**src/rtl/pwm_peripheral_pkg.sv**
```systemverilog
// Shared constants and helpers for the 16-channel PWM peripheral.
// Counter width, output count and the default prescale ratio live here.
package pwm_peripheral_pkg;

  localparam int unsigned PWM_WIDTH       = 8;
  localparam int unsigned NUM_OUT         = 16;
  localparam int unsigned CLK_DIV_DEFAULT = 13;

  typedef logic [PWM_WIDTH-1:0] pwm_count_t;
  typedef logic [NUM_OUT-1:0]   pwm_vec_t;

  localparam pwm_count_t PWM_MAX = '1;

  // Full-scale duty forces a solid high so 255 never shows a one-step low.
  function automatic logic pwm_level_f(input pwm_count_t count, input pwm_count_t duty);
    return (duty == PWM_MAX) ? 1'b1 : (count < duty);
  endfunction

endpackage

```
**src/rtl/pwm_prescaler.sv**
```systemverilog
// Divides clk down to one step_tick every CLK_DIV cycles.
// With CLK_DIV==1 the counter stays at 0 and step_tick is constantly high.
module pwm_prescaler
  import pwm_peripheral_pkg::*;
#(
  parameter int unsigned CLK_DIV = CLK_DIV_DEFAULT
) (
  input  logic clk,
  input  logic rst_n,
  output logic step_tick
);

  localparam int unsigned CW = (CLK_DIV > 1) ? $clog2(CLK_DIV) : 1;
  localparam logic [CW-1:0] LAST = CW'(CLK_DIV - 1);

  logic [CW-1:0] presc_cnt;

  always_ff @(posedge clk or negedge rst_n) begin
    if (!rst_n) begin
      presc_cnt <= '0;
    end else if (presc_cnt == LAST) begin
      presc_cnt <= '0;
    end else begin
      presc_cnt <= presc_cnt + CW'(1);
    end
  end

  assign step_tick = (presc_cnt == LAST);

endmodule

```
**src/rtl/pwm_peripheral.sv**
```systemverilog
// 16-output PWM peripheral: 8-bit step counter, shared duty, per-bit enable/mode mux.
// Define PWM_SHADOW_EN to latch the duty only at period boundaries.
module pwm_peripheral
  import pwm_peripheral_pkg::*;
#(
  parameter int unsigned CLK_DIV = CLK_DIV_DEFAULT
) (
  input  logic        clk,
  input  logic        rst_n,
  input  logic [7:0]  en_reg_out_7_0,
  input  logic [7:0]  en_reg_out_15_8,
  input  logic [7:0]  en_reg_pwm_7_0,
  input  logic [7:0]  en_reg_pwm_15_8,
  input  logic [7:0]  pwm_duty_cycle,
  output logic [15:0] out,
  output logic        period_start
);

  logic       step_tick;
  logic       period_wrap;
  logic       pwm_level;
  pwm_count_t pwm_count;
  pwm_count_t duty_active;
  pwm_vec_t   en_out;
  pwm_vec_t   en_pwm;
  pwm_vec_t   out_next;

  pwm_prescaler #(
    .CLK_DIV   (CLK_DIV)
  ) u_prescaler (
    .clk       (clk),
    .rst_n     (rst_n),
    .step_tick (step_tick)
  );

  assign period_wrap = step_tick && (pwm_count == PWM_MAX);

  always_ff @(posedge clk or negedge rst_n) begin
    if (!rst_n) begin
      pwm_count    <= '0;
      period_start <= 1'b0;
    end else begin
      if (step_tick) begin
        pwm_count <= pwm_count + pwm_count_t'(1);
      end
      period_start <= period_wrap;
    end
  end

`ifdef PWM_SHADOW_EN
  // Duty is sampled on the wrap so every period runs with one consistent value.
  always_ff @(posedge clk or negedge rst_n) begin
    if (!rst_n) begin
      duty_active <= '0;
    end else if (period_wrap) begin
      duty_active <= pwm_duty_cycle;
    end
  end
`else
  assign duty_active = pwm_duty_cycle;
`endif

  assign pwm_level = pwm_level_f(pwm_count, duty_active);

  assign en_out   = {en_reg_out_15_8, en_reg_out_7_0};
  assign en_pwm   = {en_reg_pwm_15_8, en_reg_pwm_7_0};
  assign out_next = en_out & (~en_pwm | {NUM_OUT{pwm_level}});

  always_ff @(posedge clk or negedge rst_n) begin
    if (!rst_n) begin
      out <= '0;
    end else begin
      out <= out_next;
    end
  end

endmodule

```
**config.mk**
```make
export PLATFORM = sky130hd
export DESIGN_NAME = pwm_peripheral
export DESIGN_NICKNAME = d
export VERILOG_FILES = /design/src/rtl/pwm_peripheral_pkg.sv /design/src/rtl/pwm_prescaler.sv /design/src/rtl/pwm_peripheral.sv
export SDC_FILE = /design/constraint.sdc
export NUM_CORES = 1
export LEC_CHECK = 0
export CAP_MARGIN = 20
export CORE_ASPECT_RATIO = 1.25
export CORE_MARGIN = 2
export CORE_UTILIZATION = 42
export CTS_CLUSTER_DIAMETER = 200
export DETAILED_ROUTE_END_ITERATION = 16
export GPL_TIMING_DRIVEN = 0
export PLACE_DENSITY = 0.81
export SKIP_LAST_GASP = 1
export SLEW_MARGIN = 0
export SYNTH_ARGS = -nofsm -noshare
export SYNTH_HDL_FRONTEND = slang
export SYNTH_HIERARCHICAL = 1
export SYNTH_SLANG_ARGS = --single-unit
```
**constraint.sdc**
```tcl
create_clock -name clk -period 2.4 [get_ports clk]
set_input_delay 0.72 -clock clk [delete_from_list [all_inputs] [get_ports clk]]
set_output_delay 0.72 -clock clk [all_outputs]
set_load 0.05 [all_outputs]
```
Word-level counts from Yosys, hierarchy flattened

Cells that the tools add are included.

Flip-flop bits (word level): 29
Output and inout port bits: 17
Logic and storage cells: 16

Add/sub/neg operators: 2
Order comparisons: 1
Equal/unequal tests: 3
Muxes and demuxes: 2
Bitwise logic cells: 3
Reductions and logical operators: 1

Operator list:

| cell                                                          | number |
|---|---|
| 16-bit AND                                                    | 1 |
| 8-bit equality test, second input constant                    | 2 |
| 16-bit NOT                                                    | 1 |
| 16-bit bitwise OR                                             | 1 |
| 8-bit by 1-bit adder with 8-bit output, second input constant | 1 |
| 8-bit < comparator                                            | 1 |
| 4-bit by 1-bit adder with 4-bit output, second input constant | 1 |
| 4-bit equality test, second input constant                    | 1 |
| 4-bit 2-to-1 mux                                              | 1 |
| 1-bit logical AND                                             | 1 |
| 1-bit 2-to-1 mux                                              | 1 |

Depth between registers and ports, before layout

Gate-level depths: netlist (run 1).

Depth after elaboration: 4
Mapped depth: 7
Depth with buffers taken out: 7

Hierarchy

Netlist (run 1), hierarchy kept.

Modules (own cells, without submodules):

| module         | times used | cells an instance | area each (µm²) | sequential area each (µm²) |
|---|---|---|---|---|
| pwm_peripheral | 1          | 88                | 1168.6          | 625.6 |
| pwm_prescaler  | 1          | 19                | 200.2           | 100.1 |

Worst setup path after synthesis (run 1)

No wires, ideal clock.

Path kind: in2reg
Start point: in pwm_duty_cycle[7]
End point: reg out[10]
Library setup time: 0.122 ns
Arrival: 1.935 ns
Data required time: 2.278 ns
Setup slack: 0.343 ns
Stages on the path: 7
Cell sequence: inv_1 ha_1 and4_1 o21ai_2 o32ai_2 buf_6 a21boi_2

Cells in the longest elaborated chain, start to end: 4
Elaborated cells on any way between the ends: 5
Those cells by class: order compare: 1; eq/ne: 1; mux: 1; bitwise: 2

RTL lines:

| element                                                   | RTL line                 | RTL |
|---|---|---|
| start: declaration                                        | pwm_peripheral.sv:14     | `input logic [7:0] pwm_duty_cycle,` |
| 8-bit < comparator or 8-bit equality test (tied branches) | pwm_peripheral_pkg.sv:16 | `return (duty == PWM_MAX) ? 1'b1 : (count < duty);` |
| 1-bit 2-to-1 mux *                                        | pwm_peripheral_pkg.sv:16 |  |
| 16-bit bitwise OR *                                       | pwm_peripheral.sv:67     | `assign out_next = en_out & (~en_pwm \| {NUM_OUT{pwm_level}});` |
| 16-bit AND *                                              | pwm_peripheral.sv:67     |  |
| named net out_next[10]                                    | pwm_peripheral.sv:26     | `pwm_vec_t out_next;` |
| end signal: assignment                                    | pwm_peripheral.sv:73     | `out <= out_next;` |
| end: declaration                                          | pwm_peripheral.sv:15     | `output logic [15:0] out,` |

Mark *: on every way through the listed nets, which the timed path passes. The rest lies on a longest branch.
A chain may end at the register's enable or synchronous reset.

Worst setup path after layout (run 1)

Start point: in pwm_duty_cycle[7]
End point: reg out[14]

The elaborated chain is that of the path after synthesis.

==> results.yml, run 1 <==
status:
  status: "finished, final reports clean"
yosys:
  synth_seq_cells: 29
  synthTopCellsByArea: "dfrtp_1 53%, ha_1 9.1%, a21boi_2 8.2%, xnor2_1 3.8%, a21boi_0 3.3%"
  synth_top_area_share_pct: 53.0
  syn_nets: 159
  ys_types: 28
  seq_area_frac_synth_pct: 53.0
  ys_warn_count: 6
  avgSynthCellArea_um2: 12.8
  syn_area_mm2: 0.00137
  synthCells: 107
  synth_top_area_cell: "dfrtp_1"
cells_and_area:
  diodes: 0
  final_cell_count_no_fill: 211
  area_growth_pct: 56.3
  final_cell_mix: "58 x clkdlybuf4s50_1, 29 x dfrtp_1, 10 x inv_1, 10 x a21boi_2, 10 x ha_1"
  layout-drive-gt1-share_pct: 14.9
  final_common_cell: "clkdlybuf4s50_1"
  fin_util_pct: 67.6
  fin_nets: 225
sta:
  worstMarginPinSlew_ns: 0.521
  rsz0062_at_grt: "true"
  slew_viol_final: 0
  fmax_mhz: 430
  period_share_pct: 96.9
  setup_viol: 0
  hold_viol: 0
  skew_ns: 0.00320
  relSlewSlack_pct: 65.1
  period_minus_slack_ns: 2.33
cts:
  postCtsHoldBufs: 0
  clk_latency_ns: 0.28
  cts_max_path_buffers: 2
  numCtsBuffers: 5
  clkTransAtPathRegs_ns: 0.06
  htreeDepth: 2
  cts_tree: "done"
  cts.sinks: 29
  cts_root_buf: "clkbuf_8"
setup_path:
  critical_path.endpoint_type: "flop"
  startpoint_type: "primary input"
  crit_fanout: 10
  cpPeakStageDelay_ns: 0.48
  cp.arrival_ns: 2.49
  worst-setup-path-type: "in -> reg"
  cp.required_ns: 2.56
  crit_chain: "clkdlybuf4s50_1 > inv_1 > ha_1 > and4_1 > o21ai_2 > o32ai_4 > buf_6 > a21boi_2"
  crit_slowest_cell: "clkdlybuf4s50_1"
drt:
  vias: 1072
  antenna_left: 0
  wl_met3_um: 278
  top_layer_used: "met4"
  wl_met1_um: 996
  wire_per_inst_um: 14.7
  first_pass_iters: 4
  via_per_inst: 5.08
  dr_wl_met2_um: 1780
  drtIter0Drc: 9
  wl_um: 3100
  drc: 0
placement:
  dpl.cell_count: 203
  gp_congestion: 0.741
  portBuffers: 58
  place_hpwl_um: 2380
grt:
  grt_pass1_vias: 1215
  grt_overflow: 0
  antenna_found_initial: 0
  grt_pass1_wl_um: 5050
  grt_usage_pct: 20.0
  grt_max_degree: 23
hold_path:
  holdCritPathClass: "reg -> reg"
pwr:
  p_per_area_mw_per_mm2: 532
  vdd_ir_drop_max_mv: 0.431
  leakage_nw: 0.934
floorplanning:
  io_pins: 59
  core_area_mm2: 0.00317
  fp.dieW_um: 55.1
  std_cell_rows: 23
  initial_utilization_pct: 43.2
  die-area_mm2: 0.00373
  fp.dieH_um: 67.8
job:
  drv_cap: 0
-- report_power, final --
part	leakage [nW]	switching [W]	internal, W
clock network	0.0542	0.000175	0.000258
logic	0.531	0.0000943	0.000103
registers	0.348	0.00000408	0.000503
-- layout make-up --
type,count,area [um^2]
clock buffers,7,96.3
flip-flops and latches,29,726
clock inverters,1,5.00
inverters,10,37.5
multi-input cells,67,609
well taps,37,46.3
fillers,240,1030
plain buffers,1,11.3
repair buffers,59,608
-- cells by family (layout without fill, tap and decap cells) --
family / after synthesis / after routing / share of synthesized area [%]
DFF: 29 / 29 / 53.0
AOI/OAI and AO/OA: 25 / 25 / 18.6
and+or+nand+nor: 24 / 24 / 10.3
buffers and inverters: 11 / 78 / 3.57
adders and majority gates: 10 / 10 / 9.14
xor gates and xnor gates: 7 / 7 / 4.48
muxes: 1 / 1 / 0.823
-- synth_stat cells --
cell / count
inv_1: 10
and4b_1: 1
nor2_1: 4
a21boi_0: 6
nand2b_1: 2
and3_1: 3
xnor2_1: 6
a21oi_1: 1
a21o_1: 1
xor2_1: 1
dfrtp_1: 29
o32ai_2: 1
and4_1: 1
nand4_1: 5
a2111oi_4: 1
buf_6: 1
ha_1: 10
o21a_1: 1
a41o_1: 1
a311o_1: 1
o21ai_0: 1
a21boi_2: 10
mux2_2: 1
and2_1: 1
o21ai_2: 1
nor2b_1: 1
nand2b_4: 1
nand2_1: 5
-- sequential cells by signal, summed over array words and instances, names as in the netlist --
| signal | cells |
|---|---|
| out | 16 |
| period_start | 1 |
| pwm_count | 8 |
| u_prescaler/presc_cnt | 4 |
-- critical path, delay by kind of cell --
kind,cells,cell delay [ns]
compound gates,3,0.47
fa+ha+maj,1,0.32
simple gates,1,0.22
buf+inv,3,0.76
-- per-layer routing --
metal / vias to the layer above / track usage (%)
li1: 503 / -
met1: 517 / 15.8
met2: 46 / 39.4
met3: 6 / 8.95
met4: 0 / 8.23
met5: - / 0
-- what timing repair did --
action,in CTS,in global routing
endpoints found under the setup margin,10,12
pin swaps,1,1
resized for setup,1,1
buffers inserted,0,0
-- stage by stage --
step	total power, W	worst slack [ns]	cell area [um^2]	hold WS [ns]	setup TNS, ns
4_1_cts	0.00115	0.0000711	2140	0.501	0
2_1_floorplan	0.000593	0.343	1370	0.424	0
3_5_place_dp	0.000713	-0.392	2020	0.493	-5.53
3_3_place_gp	0.000702	-0.349	2000	0.485	-4.84
5_1_grt	0.00119	-0.0186	2140	0.518	-0.0622
6_report	0.00114	0.0739	2140	0.494	0
-- path summary, 6_finish.rpt --
kind	startpoint	end	slack, ns	cells past startpoint
min in group asynchronous	rst_n	out[8]	0.76	1
setup reg to reg	pwm_count[6]	out[14]	0.62	6
setup / recovery	pwm_duty_cycle[7]	out[14]	0.07	8
hold reg to reg	pwm_count[3]	pwm_count[3]	0.49	1
hold / removal	pwm_count[3]	pwm_count[3]	0.49	1
max in group asynchronous	rst_n	out[0]	1.18	2
No activity file was read; power rests on OpenSTA's default activity.
==> inputs of run 2 (changes only) <==
--- a/config.mk
+++ b/config.mk
@@ -5,16 +5,17 @@
 export SDC_FILE = /design/constraint.sdc
 export NUM_CORES = 1
 export LEC_CHECK = 0
+export ABC_AREA = 1
 export CAP_MARGIN = 20
 export CORE_ASPECT_RATIO = 1.25
 export CORE_MARGIN = 2
-export CORE_UTILIZATION = 42
+export CORE_UTILIZATION = 43
 export CTS_CLUSTER_DIAMETER = 200
 export DETAILED_ROUTE_END_ITERATION = 16
 export GPL_TIMING_DRIVEN = 0
-export PLACE_DENSITY = 0.81
+export PLACE_DENSITY = 0.8
 export SKIP_LAST_GASP = 1
-export SLEW_MARGIN = 0
+export SLEW_MARGIN = 10
 export SYNTH_ARGS = -nofsm -noshare
 export SYNTH_HDL_FRONTEND = slang
 export SYNTH_HIERARCHICAL = 1
==> run 2 against run 1 <==
Compared with the run above: clock power is 17% lower; count of clock-buffer cells in the layout increased by 1; critical path type unchanged; die area increased by 5.2%; global-route usage is 3.8 points lower; critical path depth is 3 higher.
==> results.yml, run 2 <==
status:
  status: "finished, final reports clean"
cts:
  cts_tree: "done"
  numCtsBuffers: 5
  clkTransAtPathRegs_ns: 0.05
  cts-resized-gates: 0
  postCtsHoldBufs: 0
  cts_max_path_buffers: 2
  clk_latency_ns: 0.27
  htreeDepth: 2
  postCtsSetupRepairBufs: 0
  cts.sinks: 29
  cts_root_buf: "clkbuf_8"
grt:
  grt_max_degree: 18
  grt_pass1_vias: 1255
  grt_overflow: 0
  grt_pass1_wl_um: 4900
  antenna_found_initial: 0
  grt_usage_pct: 16.2
floorplanning:
  initial_utilization_pct: 45.5
  die-area_mm2: 0.00393
  io_pins: 59
  core_area_mm2: 0.00325
  fp.dieW_um: 56.5
  std_cell_rows: 23
  fp.dieH_um: 69.6
pwr:
  leakage_nw: 1.10
  p_per_area_mw_per_mm2: 481
  vdd_ir_drop_max_mv: 0.433
  power.total_w: 0.00106
sta:
  fmax_mhz: 466
  period_share_pct: 89.5
  period_minus_slack_ns: 2.15
  slew_viol_final: 0
  relSlewSlack_pct: 46.3
  rsz0062_at_grt: "false"
  worstMarginPinSlew_ns: 0.803
  skew_ns: 0.00338
  holdWs_ns: 0.509
  setup_viol: 0
  hold_viol: 0
yosys:
  yosysMostFrequentCell: "inv_1"
  synth_top_area_share_pct: 49.1
  seq_area_frac_synth_pct: 49.1
  synth_edf_count: 0
  synthTopCellsByArea: "dfrtp_1 49%, inv_1 9.1%, nand2_1 8.6%, ha_1 8.5%, nand3_2 7.4%"
  ys.flop_type: "dfrtp_1"
  ys_types: 18
  synthCells: 156
  ys_warn_count: 6
  synth_common_cells: "36 x inv_1, 34 x nand2_1, 29 x dfrtp_1, 11 x nand3_2, 10 x ha_1"
  syn_area_mm2: 0.00148
  synth_top_area_cell: "dfrtp_1"
  syn_nets: 208
  avgSynthCellArea_um2: 9.48
  synthArstFlopShare_pct: 100
  synth_seq_cells: 29
setup_path:
  reg2reg_from: "u_prescaler/presc_cnt[0]"
  crit_fanout: 10
  worst-setup-path-type: "in -> reg"
  cp.required_ns: 2.61
  r2r_slack_ns: 0.73
  startpoint_type: "primary input"
  cp.arrival_ns: 2.36
  rr_endpoint: "pwm_count[7]"
  critical_path.endpoint_type: "flop"
  reg2regPathDepth: 10
drt:
  wire_per_inst_um: 10.2
  first_pass_iters: 4
  antenna_left: 0
  drtIter0Drc: 35
  via_per_inst: 4.54
  vias: 1181
  wl_um: 2650
  drc: 0
cells_and_area:
  largest_reg_flops: 16
  area_growth_pct: 48.8
  diodes: 0
  final_common_cell: "clkdlybuf4s50_1"
  largest-register: "out"
  fin_util_pct: 67.7
  reg_top3: "out x16, pwm_count x8, u_prescaler/presc_cnt x4"
  layout-drive-gt1-share_pct: 10.8
  fin_nets: 274
  fin_area_mm2: 0.00220
  final_cell_mix: "58 x clkdlybuf4s50_1, 36 x inv_1, 34 x nand2_1"
hold_path:
  min_from: "pwm_count[7]"
  hold_depth: 1
  whs_endpoint: "pwm_count[7]"
  holdCritPathClass: "reg -> reg"
placement:
  portBuffers: 58
  gp_congestion: 0.719
  place_hpwl_um: 2190
  placed_cell_area_mm2: 0.00212
job:
  drv_cap: 0
## run 2: cell count changes after synthesis, moves of 6 or more
cell      delta
a21boi_0     -6
a21boi_2    -10
inv_1       +26
nand2_1     +29
nand3_1      +8
nand3_2     +11
## run 2: report_power, final
part | switching (W) | internal (W) | total, W
combinational | 0.0000948 | 0.0000945 | 0.000189
clock | 0.000157 | 0.000205 | 0.000362
sequential | 0.00000347 | 0.000503 | 0.000507
total | 0.000256 | 0.000803 | 0.00106
## run 2: area by class of cell
type | count | area (um^2)
fill | 260 | 1050
sequential | 29 | 726
timing repair buffer | 59 | 596
multi-input combinational | 89 | 587
inverter | 36 | 135
clock buffer | 8 | 80.1
tap | 37 | 46.3
buffer | 2 | 31.3
## run 2: per-stage QoR
step / setup slack (ns) / std cells / setup TNS [ns]
after global placement: -0.0168 / 251 / -0.106
after CTS: 0.258 / 260 / 0
after floorplan: 0.596 / 156 / 0
after detailed placement: -0.00856 / 252 / -0.0142
after global routing: 0.125 / 260 / 0
final: 0.253 / 260 / 0
## run 2: cells by family after synthesis
group                      after synthesis  share of synthesized area [%]
muxes                                    1                          0.761
AOI/OAI and AO/OA                        2                          0.677
DFF                                     29                           49.1
and+or+nand+nor                         68                           25.0
buffers and inverters                   38                           11.3
xor gates and xnor gates                 8                           4.74
adders and majority gates               10                           8.46
## run 2: layer usage
layer,global-route usage (%),share of wire [%],vias to the layer above
met2,27.3,51,47
met3,5.41,8.4,7
li1,-,-,606
met4,10.3,2.6,0
met5,0,0,-
met1,16.8,38,521
## run 2: critical path, cell delays in order
cell,delay (ns)
clkdlybuf4s50_1,0.47
inv_1,0.05
ha_1,0.30
a21oi_1,0.17
nor2_1,0.08
nor3_4,0.14
nand2_4,0.11
buf_12,0.16
nand3_2,0.05
nand2_1,0.05
inv_1,0.05
## run 2: how the worst max path moves through the flow
stage                       from  endpoint  slack (ns)  cells past startpoint
2_1_floorplan  pwm_duty_cycle[5]   out[10]        0.60                     10
3_3_place_gp   pwm_duty_cycle[5]   out[12]       -0.02                     11
3_5_place_dp   pwm_duty_cycle[5]    out[6]      -0.009                     11
4_1_cts                  out[15]   out[15]        0.26                      1
5_1_grt        pwm_duty_cycle[5]    out[8]        0.12                     11
6_report       pwm_duty_cycle[5]    out[6]        0.25                     11
==> inputs of run 3 (changes only) <==
--- a/config.mk
+++ b/config.mk
@@ -13,7 +13,8 @@
 export CTS_CLUSTER_DIAMETER = 200
 export DETAILED_ROUTE_END_ITERATION = 16
 export GPL_TIMING_DRIVEN = 0
-export PLACE_DENSITY = 0.8
+export HOLD_SLACK_MARGIN = 0.1
+export PLACE_DENSITY = 0.78
 export SKIP_LAST_GASP = 1
 export SLEW_MARGIN = 10
 export SYNTH_ARGS = -nofsm -noshare
==> run 3 against run 2 <==
Compared with the run above: non-clock buffer count unchanged; clock power rose by 11%; design area is 0.28% higher; die area stayed put; maximum frequency shrank 0.75%; total power is 3.8% higher; critical path type unchanged.
==> results.yml, run 3 (synthesis results as in run 2) <==
pwr:
  netSwitchingFraction_pct: 24.9
  power_frac_seq_pct: 46.2
  vdd_ir_drop_max_mv: 0.336
  leakage_nw: 1.11
  power.switching_w: 0.000273
  p_int_w: 0.000825
  combPwrFrac_pct: 17.3
  power.total_w: 0.00110
  clock_power_share_pct: 36.5
  p_per_area_mw_per_mm2: 498
setup_path:
  reg2regPathDepth: 10
  cp.arrival_ns: 2.38
  startpoint_type: "primary input"
  worst-setup-path-type: "in -> reg"
  cp.required_ns: 2.61
  rr_endpoint: "pwm_count[7]"
  r2r_slack_ns: 0.65
  reg2reg_from: "u_prescaler/presc_cnt[0]"
  critical_path.endpoint_type: "flop"
  crit_fanout: 10
placement:
  gp_congestion: 0.771
  portBuffers: 58
  place_hpwl_um: 2650
  pre_cts_slack_ns: -0.0448
cells_and_area:
  largest_reg_flops: 16
  fillerInstances: 241
  fin_nets: 274
  area_growth_pct: 49.2
  final_common_cell: "clkdlybuf4s50_1"
  layout-drive-gt1-share_pct: 11.3
  diodes: 0
  final_cell_mix: "58 x clkdlybuf4s50_1, 36 x inv_1, 34 x nand2_1"
  largest-register: "out"
  reg_top3: "out x16, pwm_count x8, u_prescaler/presc_cnt x4"
sta:
  fin_ws_ns: 0.237
  hold_viol: 0
  holdWs_ns: 0.509
  period_share_pct: 90.1
  relSlewSlack_pct: 48.8
  skew_ns: 0.00322
  rsz0062_at_grt: "false"
  worstMarginPinSlew_ns: 0.766
  period_minus_slack_ns: 2.16
  slew_viol_final: 0
  setup_viol: 0
  fmax_mhz: 462
cts:
  cts.sinks: 29
  cts_max_path_buffers: 2
  cts-resized-gates: 0
  htreeDepth: 2
  cts_tree: "done"
  postCtsHoldBufs: 0
  postCtsSetupRepairBufs: 0
  cts_root_buf: "clkbuf_8"
  clkTransAtPathRegs_ns: 0.06
  numCtsBuffers: 5
  clk_latency_ns: 0.28
floorplanning:
  initial_utilization_pct: 45.5
  core_area_mm2: 0.00325
  fp.dieW_um: 56.5
  die-area_mm2: 0.00393
  std_cell_rows: 23
  io_pins: 59
  fp.dieH_um: 69.6
drt:
  first_pass_iters: 4
  drtIter0Drc: 24
  via_per_inst: 4.68
  drc: 0
  vias: 1212
  wl_um: 3320
  wire_per_inst_um: 12.8
  antenna_left: 0
grt:
  grt_pass1_vias: 1371
  grt_overflow: 0
  grt_usage_pct: 19.5
  grt_pass1_wl_um: 5810
  grt_max_degree: 17
  antenna_found_initial: 0
status:
  status: "finished, final reports clean"
hold_path:
  min_from: "pwm_count[7]"
  hold_depth: 1
  whs_endpoint: "pwm_count[7]"
  holdCritPathClass: "reg -> reg"
job:
  drv_cap: 0
## run 3: cell count changes in the layout (fill, tap and decap cells not counted)
cell / previous run / this run
clkbuf_1: 3 / 1
clkbuf_8: 5 / 6
## run 3: how the worst max path moves through the flow
stage                         end  slack [ns]              start
after floorplan           out[10]        0.60  pwm_duty_cycle[5]
after global placement    out[13]       0.004  pwm_duty_cycle[7]
after detailed placement   out[8]       -0.04  pwm_duty_cycle[5]
after CTS                  out[8]        0.23             out[8]
after global routing      out[13]        0.12  pwm_duty_cycle[5]
final                      out[8]        0.24  pwm_duty_cycle[5]
## run 3: through the flow
step / utilization, % / area [um^2] / instances / setup TNS [ns]
floorplan: - / 1480 / 156 / 0
global placement: 64.8 / 2110 / 251 / 0
detailed placement: 65.2 / 2120 / 252 / -0.314
CTS: 67.9 / 2210 / 259 / 0
global route: 67.9 / 2210 / 259 / 0
finish: 67.9 / 2210 / 259 / 0
## run 3: layout make-up
| cell class | instances | area [um^2] | area share (%) |
|---|---|---|---|
| clock buffers | 7 | 86.3 | 3.91 |
| plain buffers | 2 | 31.3 | 1.42 |
| well taps | 37 | 46.3 | 2.10 |
| flip-flops and latches | 29 | 726 | 32.9 |
| repair buffers | 59 | 596 | 27.0 |
| inverters | 36 | 135 | 6.12 |
| multi-input cells | 89 | 587 | 26.6 |
## run 3: routing by layer
metal,routed length [um],GRT usage [%]
met5,0,0
met4,105,10.6
met3,253,7.28
met2,1780,35.3
met1,1180,18.4
## run 3: power by group through the flow
stage               combinational [W]  clock, W  sequential [W]
finish                       0.000190  0.000401        0.000507
global route                 0.000204  0.000435        0.000508
CTS                          0.000193  0.000410        0.000507
detailed placement           0.000193         0        0.000516
global placement             0.000185         0        0.000515
floorplan                   0.0000236         0        0.000567
## run 3: worst max-delay path: stages
cell,delay (ns)
clkdlybuf4s50_1,0.49
inv_1,0.05
ha_1,0.30
a21oi_1,0.15
nor2_1,0.08
nor3_4,0.15
nand2_4,0.12
buf_12,0.17
nand3_2,0.05
nand2_1,0.04
inv_1,0.06
